[src/rtl/tpu_host_driver.sv]
// ---------------------------------------------------------------------------
// tpu_host_driver
// Host-side initiator for the 2x2 matrix-multiply controller. Takes one packed
// job (A, B) on a valid/ready handshake, streams the eight operand bytes onto
// the controller's byte-serial load bus, waits for done (bounded by a timeout),
// reads the four C bytes back through output_sel and presents the packed
// result on a valid/ready handshake.
//
// Ports
//   clk, rst                  system clock, synchronous active-high reset
//   job_valid/job_ready       job handshake (job_ready high only in IDLE)
//   job_a, job_b              packed operands, element k={row,col} at [8k+7:8k]
//   res_valid/res_ready       result handshake, res_valid held until accepted
//   res_c, res_timeout        packed result; res_timeout=1 means done never came
//   busy                      high whenever the driver is not IDLE
//   load_en_in, load_sel_ab,
//   load_index, in_data       controller load bus
//   output_en, output_sel     controller readout request
//   out_data                  controller readout byte (combinational)
//   done                      controller multiply complete
// ---------------------------------------------------------------------------
module tpu_host_driver #(
    parameter int DATA_W         = 8,
    parameter int TIMEOUT_CYCLES = 255
) (
    input  logic                  clk,
    input  logic                  rst,
    input  logic                  job_valid,
    output logic                  job_ready,
    input  logic [4*DATA_W-1:0]   job_a,
    input  logic [4*DATA_W-1:0]   job_b,
    output logic                  res_valid,
    input  logic                  res_ready,
    output logic [4*DATA_W-1:0]   res_c,
    output logic                  res_timeout,
    output logic                  busy,
    output logic                  load_en_in,
    output logic                  load_sel_ab,
    output logic [1:0]            load_index,
    output logic [DATA_W-1:0]     in_data,
    output logic                  output_en,
    output logic [1:0]            output_sel,
    input  logic [DATA_W-1:0]     out_data,
    input  logic                  done
);

    typedef enum logic [2:0] {
        S_IDLE = 3'd0,
        S_LOAD = 3'd1,
        S_WAIT = 3'd2,
        S_READ = 3'd3,
        S_RESP = 3'd4
    } state_t;

    localparam logic [15:0] LP_WAIT_LAST = 16'(TIMEOUT_CYCLES - 1);

    state_t               r_state;
    state_t               w_next_state;
    logic [8*DATA_W-1:0]  r_ops;          // {B, A}: beat k of the load is byte k
    logic [8*DATA_W-1:0]  w_ops_nxt;
    logic [2:0]           r_beat;         // load beat (0..7) or readout index (0..3)
    logic [2:0]           w_beat_nxt;
    logic [15:0]          r_wait_cnt;
    logic [15:0]          w_wait_cnt_nxt;
    logic [4*DATA_W-1:0]  r_res;
    logic [4*DATA_W-1:0]  w_res_nxt;
    logic                 r_timeout;
    logic                 w_timeout_nxt;
    logic                 w_accept;

    logic                 r_job_ready,  w_job_ready_nxt;
    logic                 r_busy,       w_busy_nxt;
    logic                 r_res_valid,  w_res_valid_nxt;
    logic                 r_load_en,    w_load_en_nxt;
    logic                 r_load_sel,   w_load_sel_nxt;
    logic [1:0]           r_load_idx,   w_load_idx_nxt;
    logic [DATA_W-1:0]    r_in_data,    w_in_data_nxt;
    logic                 r_out_en,     w_out_en_nxt;
    logic [1:0]           r_out_sel,    w_out_sel_nxt;

    assign w_accept = (r_state == S_IDLE) && job_valid && r_job_ready;

    // State register plus every registered output and datapath register
    always_ff @(posedge clk) begin
        if (rst) begin
            r_state     <= S_IDLE;
            r_ops       <= '0;
            r_beat      <= 3'd0;
            r_wait_cnt  <= 16'd0;
            r_res       <= '0;
            r_timeout   <= 1'b0;
            r_job_ready <= 1'b1;
            r_busy      <= 1'b0;
            r_res_valid <= 1'b0;
            r_load_en   <= 1'b0;
            r_load_sel  <= 1'b0;
            r_load_idx  <= 2'd0;
            r_in_data   <= '0;
            r_out_en    <= 1'b0;
            r_out_sel   <= 2'd0;
        end else begin
            r_state     <= w_next_state;
            r_ops       <= w_ops_nxt;
            r_beat      <= w_beat_nxt;
            r_wait_cnt  <= w_wait_cnt_nxt;
            r_res       <= w_res_nxt;
            r_timeout   <= w_timeout_nxt;
            r_job_ready <= w_job_ready_nxt;
            r_busy      <= w_busy_nxt;
            r_res_valid <= w_res_valid_nxt;
            r_load_en   <= w_load_en_nxt;
            r_load_sel  <= w_load_sel_nxt;
            r_load_idx  <= w_load_idx_nxt;
            r_in_data   <= w_in_data_nxt;
            r_out_en    <= w_out_en_nxt;
            r_out_sel   <= w_out_sel_nxt;
        end
    end

    // Next-state decision
    always_comb begin
        w_next_state = r_state;
        case (r_state)
            S_IDLE: begin
                if (w_accept) w_next_state = S_LOAD;
                else          w_next_state = S_IDLE;
            end
            S_LOAD: begin
                if (r_beat == 3'd7) w_next_state = S_WAIT;
                else                w_next_state = S_LOAD;
            end
            S_WAIT: begin
                // done on the last allowed cycle still wins over the timeout
                if (done)                            w_next_state = S_READ;
                else if (r_wait_cnt == LP_WAIT_LAST) w_next_state = S_RESP;
                else                                 w_next_state = S_WAIT;
            end
            S_READ: begin
                if (r_beat[1:0] == 2'd3) w_next_state = S_READ == S_READ ? S_RESP : S_READ;
                else                     w_next_state = S_READ;
            end
            S_RESP: begin
                if (res_ready) w_next_state = S_IDLE;
                else           w_next_state = S_RESP;
            end
            default: w_next_state = S_IDLE;
        endcase
    end

    // Next values of outputs and datapath; outputs are driven from the upcoming
    // state so that they line up with it after the clock edge
    always_comb begin
        w_ops_nxt     = r_ops;
        w_res_nxt     = r_res;
        w_timeout_nxt = r_timeout;

        if (w_accept) begin
            w_ops_nxt     = {job_b, job_a};
            w_res_nxt     = '0;
            w_timeout_nxt = 1'b0;
        end else if (r_state == S_READ) begin
            // readout byte k lands in result byte k (byte width fixed at 8)
            w_res_nxt[{r_beat[1:0], 3'b000} +: DATA_W] = out_data;
        end else if ((r_state == S_WAIT) && (w_next_state == S_RESP)) begin
            w_timeout_nxt = 1'b1;
        end else begin
            w_timeout_nxt = r_timeout;
        end

        // beat index restarts at 0 on every entry into LOAD or READ
        if ((w_next_state == r_state) && ((r_state == S_LOAD) || (r_state == S_READ))) begin
            w_beat_nxt = r_beat + 3'd1;
        end else begin
            w_beat_nxt = 3'd0;
        end

        if ((r_state == S_WAIT) && (w_next_state == S_WAIT)) begin
            w_wait_cnt_nxt = r_wait_cnt + 16'd1;
        end else begin
            w_wait_cnt_nxt = 16'd0;
        end

        w_job_ready_nxt = (w_next_state == S_IDLE);
        w_busy_nxt      = (w_next_state != S_IDLE);
        w_res_valid_nxt = (w_next_state == S_RESP);
        w_load_en_nxt   = (w_next_state == S_LOAD);
        w_out_en_nxt    = (w_next_state == S_READ);

        if (w_load_en_nxt) begin
            w_load_sel_nxt = w_beat_nxt[2];
            w_load_idx_nxt = w_beat_nxt[1:0];
            w_in_data_nxt  = w_ops_nxt[{w_beat_nxt, 3'b000} +: DATA_W];
        end else begin
            w_load_sel_nxt = 1'b0;
            w_load_idx_nxt = 2'd0;
            w_in_data_nxt  = '0;
        end

        if (w_out_en_nxt) begin
            w_out_sel_nxt = w_beat_nxt[1:0];
        end else begin
            w_out_sel_nxt = 2'd0;
        end
    end

    assign job_ready   = r_job_ready;
    assign busy        = r_busy;
    assign res_valid   = r_res_valid;
    assign res_c       = r_res;
    assign res_timeout = r_timeout;
    assign load_en_in  = r_load_en;
    assign load_sel_ab = r_load_sel;
    assign load_index  = r_load_idx;
    assign in_data     = r_in_data;
    assign output_en   = r_out_en;
    assign output_sel  = r_out_sel;

endmodule
[config.mk]
export PLATFORM = sky130hd
export DESIGN_NAME = tpu_host_driver
export DESIGN_NICKNAME = d
export VERILOG_FILES = /design/src/rtl/tpu_host_driver.sv
export SDC_FILE = /design/constraint.sdc
export NUM_CORES = 1
export LEC_CHECK = 0
export CORE_ASPECT_RATIO = 1.5
export CORE_MARGIN = 3
export CORE_UTILIZATION = 51
export DETAILED_ROUTE_END_ITERATION = 12
export GPL_TIMING_DRIVEN = 0
export HOLD_SLACK_MARGIN = 0.15
export PLACE_DENSITY = 0.92
export SETUP_SLACK_MARGIN = 0.2
export SYNTH_ARGS = -nofsm -noshare
export SYNTH_HDL_FRONTEND = slang
export SYNTH_SLANG_ARGS = --single-unit
[constraint.sdc]
create_clock -name clk -period 2.37 [get_ports clk]
set_input_delay 0.5925 -clock clk [delete_from_list [all_inputs] [get_ports clk]]
set_output_delay 0.5925 -clock clk [all_outputs]
set_load 0.005 [all_outputs]
==> impl_results.md <==
- Worst min-delay path class: flop to flop
- Max stage delay on crit path: 0.43 ns
- Period utilisation layout: between 90 and 100%
- CTS H-tree lvls: 4
- RSZ-0062 raised after global routing: false
- Initial antenna violation count: 0
- PortBufs: between 100 and 150
- Seq/Total Area, Yosys: a little under half
- Chip height: around 140 microns
- Clk_skew: approximately 0.0066 ns
- CTS Buf Count: 17
- Post-Synthesis Cell Area: about 6000 sq um
- Clk buf depth: 2
- Worst setup margin: 0.231 ns
- Vias in the first global route: around 5600
- Critical Path Source: r_beat[0]$_SDFF_PP0_
- Worst Setup EP: in_data[7]$_SDFF_PP0_
- Initial core utilization: 52.8%
- WP data arrival: around 2.5 ns
- Gate Count Post-Synth: 710
- Core area: around 11000 sq um
- Synthesized net count: 796
- Final setup fails: 0
- Cell Pwr Density: about 730 nW/um^2
- Routed vias/inst: 5.79
- Crit path launch type: flop
- Minimum clock period: about 2.1 ns
- Standard-cell row count: between 40 and 50
- VDD IR max: approximately 0.54 mV
- Share of synthesized registers carrying an async set or reset: 0%
- Average size of a mapped cell: between 8 and 9 sq um
- Power Total: just under 6 mW
- Status: finished, final reports clean
- Drt first-iter violations: between 400 and 500
- Worst-skew pair later-pin latency: roughly 0.42 ns
- First-pass GRT wire length: around 27000 microns
- Ant. Diodes: 0
- Max Cap Viol: 0
- Die X: 93.6 microns
- Worst reg2reg setup slack: 0.23 ns
- Proportion of layout cells with a drive suffix above 1: a little under an eighth
- Overflow after GRT: 0
- Die ar.: between 10000 and 15000 sq um
- Worst path depth: 8
- R2R cell count: 8
- Largest net degree at the start of global routing: 17
- Pleak: ~3.0 nW
- DRT antenna net count: 0
- Final slew viol count: 0
- Initial DRT Pass Iterations: 7
- Setup Crit Path Kind: flop to flop
- Slowest stage cell, crit path: dfxtp_4
- Endpoints failing hold: 0
- GPL Wtd Cong: ~0.9
- I/O pin count: between 100 and 150
- Final net count: ~950
- Primary FF master, synth: dfxtp_1
- DR vias: between 5000 and 6000
- Gr usage total: a little over a quarter
- Crit-path cells: ha_4 -> ha_2 -> mux2_2 -> clkbuf_4 -> o21ai_0 -> a31oi_1 -> mux2i_1 -> o22ai_2
- Post-synthesis register bit count: between 100 and 150
- Post-Route WL: roughly 17000 microns
- WL per Instance: between 15 and 20 microns
- Buffers & Inverters on Critical Path: 1
- Pre-CTS setup slack: -0.299 ns
- Area growth, synth to finish: 38.9%
- Max FO, Critical Path: 10
- Synth cell types: 47
- Least-Margin Pin Slew: 0.734 ns
- Post-synth EDFFs: 0
- # fillers: about 740
- Ys Warns: 0
- CP required: around 2.7 ns
- Hold-fix buffers, CTS: 0
- CTS sink cnt: between 100 and 150
- Residual DRC: 0
- Crit. End Element: flop
- Reg clk slew, reported paths: 0.06 ns
- Clk root buf: clkbuf_16
- Worst rel slew slack: between 50% and 60%
- Reg2reg end: in_data[7]$_SDFF_PP0_
- TritonCTS clock tree: done
- Worst path top cell family by delay: compound AO/OA/AOI/OAI gates
- FF-to-FF Start: r_beat[0]$_SDFF_PP0_
- Fmax: between 400 and 500 MHz
- DP HPWL: 11800 microns
final cells by class:
cell class | count | area [sq um] | share of cell area [%]
Timing Repair Buffer | 133 | 1330 | 16.3
Clock inverter | 10 | 141 | 1.73
Tap cell | 147 | 184 | 2.25
Buffer | 46 | 267 | 3.27
Clock buffer | 21 | 480 | 5.89
Multi-Input combinational cell | 520 | 2980 | 36.5
Sequential cell | 137 | 2750 | 33.7
Inverter | 7 | 26.3 | 0.322
sequential cells by signal (all words and copies together) (netlist names), 2 cells and up:
name,flops
r_state,3
res_c,32
r_wait_cnt,16
r_beat,3
output_sel,2
load_index,2
r_ops,64
in_data,8
power by group:
| part | total [mW] | switching [mW] | internal, mW | leakage [nW] |
|---|---|---|---|---|
| Combinational | 0.748 | 0.409 | 0.338 | 1.56 |
| Sequential | 2.45 | 0.0547 | 2.40 | 1.11 |
| Clock | 2.76 | 0.996 | 1.76 | 0.290 |
| Total | 5.96 | 1.46 | 4.50 | 2.96 |
routing by layer:
metal / up-vias / wire length, microns / share of wire, % / track usage, %
met1: 2743 / 6080 / 35 / 27.7
met2: 343 / 8890 / 51 / 47.4
met4: 0 / 1010 / 5.8 / 16.6
met3: 87 / 1370 / 7.9 / 6.67
met5: - / 0 / 0 / 0
li1: 2734 / - / - / -
worst min-delay path by stage:
stage / startpoint / endpoint / cells after the start
detailed placement: res_c[8]$_SDFFE_PP0P_ / res_c[8]$_SDFFE_PP0P_ / 2
global placement: res_c[15]$_SDFFE_PP0P_ / res_c[15]$_SDFFE_PP0P_ / 2
CTS: res_c[21]$_SDFFE_PP0P_ / res_c[21]$_SDFFE_PP0P_ / 2
floorplan: r_ops[0]$_SDFF_PP0_ / r_ops[0]$_SDFF_PP0_ / 2
finish: res_c[14]$_SDFFE_PP0P_ / res_c[14]$_SDFFE_PP0P_ / 2
global route: res_c[21]$_SDFFE_PP0P_ / res_c[21]$_SDFFE_PP0P_ / 2
worst min-delay path: cells and delay by family, from the launching register on:
family | cells | cell delay (ns)
AO/OA/AOI/OAI | 1 | 0.05
flip-flops | 1 | 0.30
AND/OR/NAND/NOR | 1 | 0.05
repair_timing:
action	CTS	global route
buffers inserted	5	1
gates resized for setup	10	30
endpoints found under the hold margin	0	0
setup endpoints to repair	43	48
pin swaps	3	3
cells by family (layout without fill, tap and decap cells):
| family | Yosys count | after routing | synth area share (%) |
|---|---|---|---|
| AOI/OAI and AO/OA | 145 | 145 | 13.4 |
| buffers and inverters | 53 | 217 | 4.67 |
| muxes | 35 | 35 | 6.54 |
| xor gates and xnor gates | 14 | 14 | 2.09 |
| and+or+nand+nor | 317 | 317 | 24.7 |
| DFF | 137 | 137 | 46.7 |
| adders and majority gates | 9 | 9 | 1.92 |
Yosys cell counts, types with 4 or more instances:
master      n  area, sq um
nand2_1   171          642
dfxtp_1   137         2740
a21oi_1    98          490
nand3_1    56          280
nor2_1     31          116
clkbuf_1   26         97.6
nor3_1     22          110
mux2_2     17          191
mux2i_1    17          170
a31oi_1    16          100
o21ai_0    16         80.1
ha_1        9          113
xor2_1      9         78.8
buf_2       8         40.0
o22ai_1     8         50.1
inv_1       7         26.3
buf_6       6         67.6
nand2b_1    5         31.3
nand4_1     5         31.3
xnor2_1     5         43.8
and2_1      4         25.0
buf_1       4         15.0
metrics by stage:
step           cell area, sq um  cells  TNS [ns]  utilization [%]  hold slack [ns]
5_1_grt                    8160   1021         0             73.4            0.464
3_5_place_dp               7330    984     -9.76             65.9            0.445
6_report                   8160   1021         0             73.4            0.448
2_1_floorplan              5870    710         0                -            0.433
4_1_cts                    8020   1020         0             72.2            0.451
3_3_place_gp               7330    984     -6.68             65.9            0.437
layout by cell type (no fill, tap or decap), types with 2 or more instances in the layout:
cell / n
and4_1: 2
mux2_2: 17
dfxtp_1: 136
nand2_1: 171
o21ai_0: 12
nor2b_1: 2
clkdlybuf4s50_1: 126
buf_6: 8
or2_1: 2
a31oi_2: 6
ha_1: 7
nand3_1: 55
clkbuf_8: 4
buf_2: 7
inv_1: 7
buf_4: 6
buf_1: 4
a31oi_1: 10
o22ai_1: 5
mux2i_1: 17
nor3_1: 22
xor2_1: 9
clkbuf_1: 23
and2_1: 4
o22ai_2: 3
nor2_1: 31
buf_12: 2
xnor2_1: 5
bufinv_16: 3
nand2b_1: 5
clkinvlp_4: 5
a21oi_1: 98
nor3b_2: 3
o21ai_1: 4
a21o_1: 3
nand4_1: 5
clkbuf_16: 17
(Power assumes the default switching activity.)
